## config.mk

```make
export PLATFORM = sky130hd
export DESIGN_NAME = alu_decoder_seq
export DESIGN_NICKNAME = d
export VERILOG_FILES = /design/src/rtl/alu_pkg.sv /design/src/rtl/alu_op_decode.sv /design/src/rtl/alu_decoder_seq.sv
export SDC_FILE = /design/constraint.sdc
export NUM_CORES = 1
export LEC_CHECK = 0
export ABC_CLOCK_PERIOD_IN_PS = 4000
export CELL_PAD_IN_SITES_DETAIL_PLACEMENT = 2
export CELL_PAD_IN_SITES_GLOBAL_PLACEMENT = 2
export CORE_UTILIZATION = 25
export DETAILED_ROUTE_END_ITERATION = 6
export PLACE_DENSITY = 0.84
export REMOVE_ABC_BUFFERS = 1
export SLEW_MARGIN = 10
export SYNTH_ARGS = -nofsm -noshare
export SYNTH_HDL_FRONTEND = slang
export SYNTH_SLANG_ARGS = --single-unit
export TNS_END_PERCENT = 5
```

## constraint.sdc

```tcl
create_clock -name clk -period 4 [get_ports clk]
set_clock_uncertainty 0.1 [all_clocks]
set_input_delay 0.8 -clock clk [delete_from_list [all_inputs] [get_ports clk]]
set_output_delay 0.8 -clock clk [all_outputs]
set_load 0.02 [all_outputs]
```

## src/rtl/alu_pkg.sv

```systemverilog
`default_nettype none
// ============================================================================
//  Module      : alu_pkg
//  Description : Shared ALU control codes, opcode/funct7 constants and the
//                M-op sequencer state type for the RV32IM ALU decoder.
//  Revision    : 1.0 - initial release
// ============================================================================
package alu_pkg;

    // ALU operation codes; the 3-bit values match the existing core
    typedef enum logic [3:0] {
        ALU_ADD  = 4'd0,
        ALU_SUB  = 4'd1,
        ALU_AND  = 4'd2,
        ALU_OR   = 4'd3,
        ALU_XOR  = 4'd4,
        ALU_SLL  = 4'd5,
        ALU_SRL  = 4'd6,
        ALU_SLT  = 4'd7,
        ALU_SRA  = 4'd8,
        ALU_SLTU = 4'd9
    } alu_code_e;

    localparam logic [6:0] OP_RTYPE  = 7'b0110011;
    localparam logic [6:0] OP_ITYPE  = 7'b0010011;

    localparam logic [6:0] F7_BASE   = 7'b0000000;
    localparam logic [6:0] F7_ALT    = 7'b0100000;
    localparam logic [6:0] F7_MULDIV = 7'b0000001;

    typedef enum logic [1:0] {
        ST_IDLE     = 2'd0,
        ST_MUL_WAIT = 2'd1,
        ST_DIV_WAIT = 2'd2,
        ST_DONE     = 2'd3
    } seq_state_e;

    // Base (funct7 = 0) operation selected by funct3
    function automatic alu_code_e base_op(input logic [2:0] f3);
        alu_code_e r;
        case (f3)
            3'b000:  r = ALU_ADD;
            3'b001:  r = ALU_SLL;
            3'b010:  r = ALU_SLT;
            3'b011:  r = ALU_SLTU;
            3'b100:  r = ALU_XOR;
            3'b101:  r = ALU_SRL;
            3'b110:  r = ALU_OR;
            default: r = ALU_AND;
        endcase
        return r;
    endfunction

endpackage
`default_nettype wire

```

## src/rtl/alu_op_decode.sv

```systemverilog
`default_nettype none
// ============================================================================
//  Module      : alu_op_decode
//  Description : Pure combinational ALUop/op/funct3/funct7 decode table.
//                Illegal encodings yield code 0 with the illegal flag set.
//  Revision    : 1.0 - initial release
// ============================================================================
module alu_op_decode
    import alu_pkg::*;
#(
    parameter int ENABLE_M = 1
) (
    input  logic [6:0] op,
    input  logic [2:0] funct3,
    input  logic [6:0] funct7,
    input  logic [1:0] alu_op,
    output logic [3:0] code,
    output logic       illegal,
    output logic       is_mop
);

    // Decode table; code stays ADD (0) on every illegal path
    always_comb begin
        code    = ALU_ADD;
        illegal = 1'b0;
        is_mop  = 1'b0;
        case (alu_op)
            2'b00: code = ALU_ADD;
            2'b01: code = ALU_SUB;
            2'b10: begin
                if (op == OP_RTYPE) begin
                    if (funct7 == F7_BASE) begin
                        code = base_op(funct3);
                    end else if (funct7 == F7_ALT) begin
                        if (funct3 == 3'b000)      code    = ALU_SUB;
                        else if (funct3 == 3'b101) code    = ALU_SRA;
                        else                       illegal = 1'b1;
                    end else if (funct7 == F7_MULDIV) begin
                        // M-ops use the adder slot; the MDU produces the result
                        if (ENABLE_M != 0) is_mop  = 1'b1;
                        else               illegal = 1'b1;
                    end else begin
                        illegal = 1'b1;
                    end
                end else if (op == OP_ITYPE) begin
                    case (funct3)
                        3'b000: code = ALU_ADD;
                        3'b001: begin
                            if (funct7 == F7_BASE) code    = ALU_SLL;
                            else                   illegal = 1'b1;
                        end
                        3'b101: begin
                            if (funct7 == F7_BASE)     code    = ALU_SRL;
                            else if (funct7 == F7_ALT) code    = ALU_SRA;
                            else                       illegal = 1'b1;
                        end
                        // funct7 bits are immediate bits for these forms
                        default: code = base_op(funct3);
                    endcase
                end else begin
                    illegal = 1'b1;
                end
            end
            default: illegal = 1'b1;
        endcase
    end

endmodule
`default_nettype wire

```

## src/rtl/alu_decoder_seq.sv

```systemverilog
`default_nettype none
// ============================================================================
//  Module      : alu_decoder_seq
//  Description : RV32IM ALU decoder with M-extension sequencer. Issues an MDU
//                start pulse, stalls the pipeline for the op duration and
//                flags a sticky divider timeout.
//  Revision    : 1.0 - initial release
// ============================================================================
module alu_decoder_seq
    import alu_pkg::*;
#(
    parameter int CTRL_W      = 4,
    parameter int ENABLE_M    = 1,
    parameter int MUL_CYCLES  = 2,
    parameter int DIV_TIMEOUT = 40
) (
    input  logic              clk,
    input  logic              reset_n,
    input  logic              instr_valid,
    input  logic [6:0]        op,
    input  logic [2:0]        funct3,
    input  logic [6:0]        funct7,
    input  logic [1:0]        ALUop,
    input  logic              mdu_done,
    output logic [CTRL_W-1:0] alu_control,
    output logic              illegal,
    output logic              mdu_start,
    output logic [2:0]        mdu_op,
    output logic              stall,
    output logic              result_sel,
    output logic              div_timeout
);

    localparam int C_CNT_MAX = (MUL_CYCLES > DIV_TIMEOUT) ? MUL_CYCLES : DIV_TIMEOUT;
    localparam int C_CNT_W   = $clog2(C_CNT_MAX) + 1;
    localparam logic [C_CNT_W-1:0] C_MUL_LOAD = C_CNT_W'(MUL_CYCLES - 1);
    localparam logic [C_CNT_W-1:0] C_DIV_LAST = C_CNT_W'(DIV_TIMEOUT - 1);

    logic [3:0]         w_code;
    logic               w_illegal;
    logic               w_is_mop;

    seq_state_e         r_state;
    seq_state_e         w_state_next;
    logic [C_CNT_W-1:0] r_cnt;
    logic [C_CNT_W-1:0] w_cnt_next;
    logic [2:0]         r_mdu_op;
    logic               r_div_timeout;
    logic               w_start;
    logic               w_stall;
    logic               w_result_sel;
    logic               w_set_timeout;

    alu_op_decode #(
        .ENABLE_M (ENABLE_M)
    ) u_decode (
        .op      (op),
        .funct3  (funct3),
        .funct7  (funct7),
        .alu_op  (ALUop),
        .code    (w_code),
        .illegal (w_illegal),
        .is_mop  (w_is_mop)
    );

    // Sequencer next-state, counter update and per-state control outputs
    always_comb begin
        w_state_next  = r_state;
        w_cnt_next    = r_cnt;
        w_start       = 1'b0;
        w_stall       = 1'b0;
        w_result_sel  = 1'b0;
        w_set_timeout = 1'b0;
        case (r_state)
            ST_IDLE: begin
                // Only IDLE may launch: the instruction is held while stalled
                if (instr_valid && w_is_mop) begin
                    w_start = 1'b1;
                    w_stall = 1'b1;
                    if (!funct3[2]) begin
                        w_cnt_next   = C_MUL_LOAD;
                        w_state_next = ST_MUL_WAIT;
                    end else begin
                        w_cnt_next   = '0;
                        w_state_next = ST_DIV_WAIT;
                    end
                end
            end
            ST_MUL_WAIT: begin
                w_stall = 1'b1;
                if (r_cnt == '0) w_state_next = ST_DONE;
                else             w_cnt_next   = r_cnt - 1'b1;
            end
            ST_DIV_WAIT: begin
                w_stall    = 1'b1;
                w_cnt_next = r_cnt + 1'b1;
                // Completion takes priority over a coincident timeout
                if (mdu_done) begin
                    w_state_next = ST_DONE;
                end else if (r_cnt == C_DIV_LAST) begin
                    w_set_timeout = 1'b1;
                    w_state_next  = ST_DONE;
                end
            end
            ST_DONE: begin
                w_result_sel = 1'b1;
                w_state_next = ST_IDLE;
            end
            default: w_state_next = ST_IDLE;
        endcase
    end

    // State, counter, latched M-op and sticky timeout registers
    always_ff @(posedge clk) begin
        if (!reset_n) begin
            r_state       <= ST_IDLE;
            r_cnt         <= '0;
            r_mdu_op      <= 3'b000;
            r_div_timeout <= 1'b0;
        end else begin
            r_state <= w_state_next;
            r_cnt   <= w_cnt_next;
            if (w_start)       r_mdu_op      <= funct3;
            if (w_set_timeout) r_div_timeout <= 1'b1;
        end
    end

    // Control outputs are forced low during reset, before the state clears
    assign mdu_start   = reset_n & w_start;
    assign stall       = reset_n & w_stall;
    assign result_sel  = reset_n & w_result_sel;
    assign illegal     = instr_valid & w_illegal;
    assign alu_control = CTRL_W'(w_code);
    assign mdu_op      = r_mdu_op;
    assign div_timeout = r_div_timeout;

endmodule
`default_nettype wire
```

==> impl_metrics.csv <==
group,metric,value,unit
sta,fmax,256,MHz
worst_setup_path,reg2reg_setup_slack,1.11,ns
synth,synthAdderAreaFrac,0.151,
synth,postSynth.asyncResetShare,0,
flow_run,drv_cap,0,
synth,synth_compound_area_frac,0.239,
worst_setup_path,worstPathArrival,3.00,ns
sta,setup_viol,0,
place,dpl.cell_count,274,
place,place.gp.congestion,0.786,
place,io_buffer_count,34,
global_route,grt_pass1_vias,1574,
sta,final_hold_viol_count,0,
global_route,grt_overflow,0,
synth,syn_area,1290,um^2
power_and_ir_drop,power-per-cell-area,551,nW/um^2
worst_setup_path,r2r_start,"r_state[0]",
global_route,grt_max_degree,13,
clock_network,root_buffer,"clkbuf_8",
clock_network,cts_made_buffers,3,
clock_network,clk_latency,0.25,ns
drt,num_vias,1498,
final_layout,n_fill_cell,551,
synth,synth-seq-cells,13,
synth,synth_cell_types,44,
synth,synth_edf_count,0,
clock_network,cts_setup_buffers,0,
sta,worstMarginPinSlew,0.510,ns
synth,synth-main-ff-cell,"dfxtp_1",
drt,routedWlPerCell,16.7,um
final_layout,layout-drive-gt1-share,0.114,
clock_network,cts_tree,"yes",
clock_network,clk_pin_slew,0.06,ns
synth,yosys.area_share.simple,0.290,
drt,drt_iter0_markers,51,
synth,avgSynthCellArea,7.74,um^2
synth,synth_cells,167,
sta,maxSlewViolCount,0,
synth,synth_top_family_by_area,"simple AND/OR/NAND/NOR gates",
sta,fin_crit_sh,0.975,
die,initial_core_util,0.267,
drt,totalWireLength,4650,um
die,io_pins,35,
worst_setup_path,cp_data_required_time,3.10,ns
synth,yosys_warnings,0,
final_layout,final_cell_mix,"27 x clkdlybuf4s50_1, 14 x a21oi_1, 14 x ha_1",
synth,yosys.area_share.xor_xnor,0.0203,
global_route,grt_usage,0.191,
synth,yosysSeqAreaShare,0.201,
worst_setup_path,critPathMaxFanout,5,
place,dp_hpwl,3780,um
final_layout,area_delta_synth_final,40.9,%
die,coreArea,4850,um^2
clock_network,postCtsHoldBufs,0,
drt,drc,0,
sta,rsz0062_at_grt,"no",
final_layout,postLayoutCoreUtil,0.376,
final_layout,diodes,0,
power_and_ir_drop,power,1000,uW
clock_network,clock_sinks,13,
drt,dr.pass1.iters,4,
final_layout,layout.cells.non_filler,278,
die,die_h,73.9,um
power_and_ir_drop,p_leak,0.000707,uW
status,status,"completed",
drt,antenna_left,0,
synth,yosysTopAreaCell,"dfxtp_1",
power_and_ir_drop,vdd_drop_max,0.144,mV
synth,synthTopCellsByArea,"dfxtp_1 20%, ha_1 14%, a21oi_1 5.4%",
hold_path,hp-class,"register to register",
synth,synth.top_cell.area_share,0.201,
die,rows,25,
die,dieArea,5460,um^2
final_layout,stdcell_area,1820,um^2
drt,via_per_inst,5.39,
worst_setup_path,crit_start,"funct7[3]",
worst_setup_path,end_kind,"primary output",
worst_setup_path,crit_type,"input pin to primary output",
place,placed_area,1780,um^2
sta,period_minus_slack,3.90,ns
clock_network,cts_max_level,1,
final_layout,seqCellArea,260,um^2
final_layout,multi_input_area,967,um^2
final_layout,nets,250,
die,die_x,73.9,um
global_route,antenna_found_initial,0,
sta,relSlewSlack,0.656,
hold_path,min_from,"div_timeout",
synth,synthMuxAreaShare,0.0397,
clock_network,clockBufferDepth,2,
worst_setup_path,startpoint_type,"input pin",
sta,holdWs,0.383,ns
final_layout,final_common_cell,"clkdlybuf4s50_1",
global_route,grt_first_pass_wirelength,7890,um
[power by group]
group	leakage, uW	switching [uW]	total [uW]	internal [uW]
clock network	0.0000228	48.6	119	70.5
registers	0.000106	45.2	208	163
logic	0.000579	396	677	280
total	0.000707	490	1000	513
[through the flow]
stage                     TNS, ns  setup WS (ns)
after floorplan                 0          0.332
after global placement      -1.13         -0.298
after detailed placement    -1.49         -0.438
after CTS                  -0.189         -0.189
after global routing            0        0.00438
final                           0          0.101
[sequential cells by signal (all words and copies together), names as in the netlist]
signal	flops
r_state	2
mdu_op	3
div_timeout	1
r_cnt	7
[layer usage]
layer / part of all wire / GRT usage / routed length (um)
met4: 0.010 / 0.0470 / 47
met2: 0.50 / 0.332 / 2330
met3: 0.028 / 0.0370 / 131
met5: 0 / 0 / 0
met1: 0.46 / 0.240 / 2140
[cell usage after synthesis, types with 2 or more instances]
master	n
nor4_1	2
a31oi_1	4
inv_1	12
nor3_1	11
mux2i_1	4
dfxtp_1	13
and3_1	2
o311ai_0	2
and2_1	3
or4_1	4
nor2_1	13
a21oi_1	14
nand4_1	8
ha_1	14
nand2b_1	4
xnor2_1	3
o31a_1	2
o21ai_0	11
nand2_1	4
nor2b_1	5
clkbuf_1	5
a311oi_1	2
nand3_1	3
a21o_1	2
[cells by family after synthesis]
kind of cell,count (synthesis)
xor+xnor,3
fa+ha+maj,15
compound gates,47
buf+inv,18
mux,5
flops,13
simple gates,66
[worst max-delay path, stage by stage]
cell	delay, ns
clkdlybuf4s50_1	0.42
or4_4	0.55
or3_4	0.38
buf_4	0.16
nor3_1	0.22
and3_1	0.18
clkdlybuf4s15_1	0.29
[what timing repair did]
item,4_1_cts,5_1_grt
gates resized for setup,9,8
setup endpoints to repair,7,5
gates cloned,0,0
[worst paths after layout]
| path | end | depth (start not counted) |
|---|---|---|
| worst max-delay path | mdu_start | 7 |
| worst min-delay path | div_timeout | 2 |
| worst max register to register | r_cnt[6] | 9 |
| worst min register to register | div_timeout | 2 |
[cell type report]
class	instances	share of cell area
multi-input combinational	136	0.531
timing repair buffer	46	0.231
sequential	13	0.143
tap	67	0.0460
clock buffer	4	0.0247
inverter	12	0.0247
No activity file was read; power rests on OpenSTA's default activity.
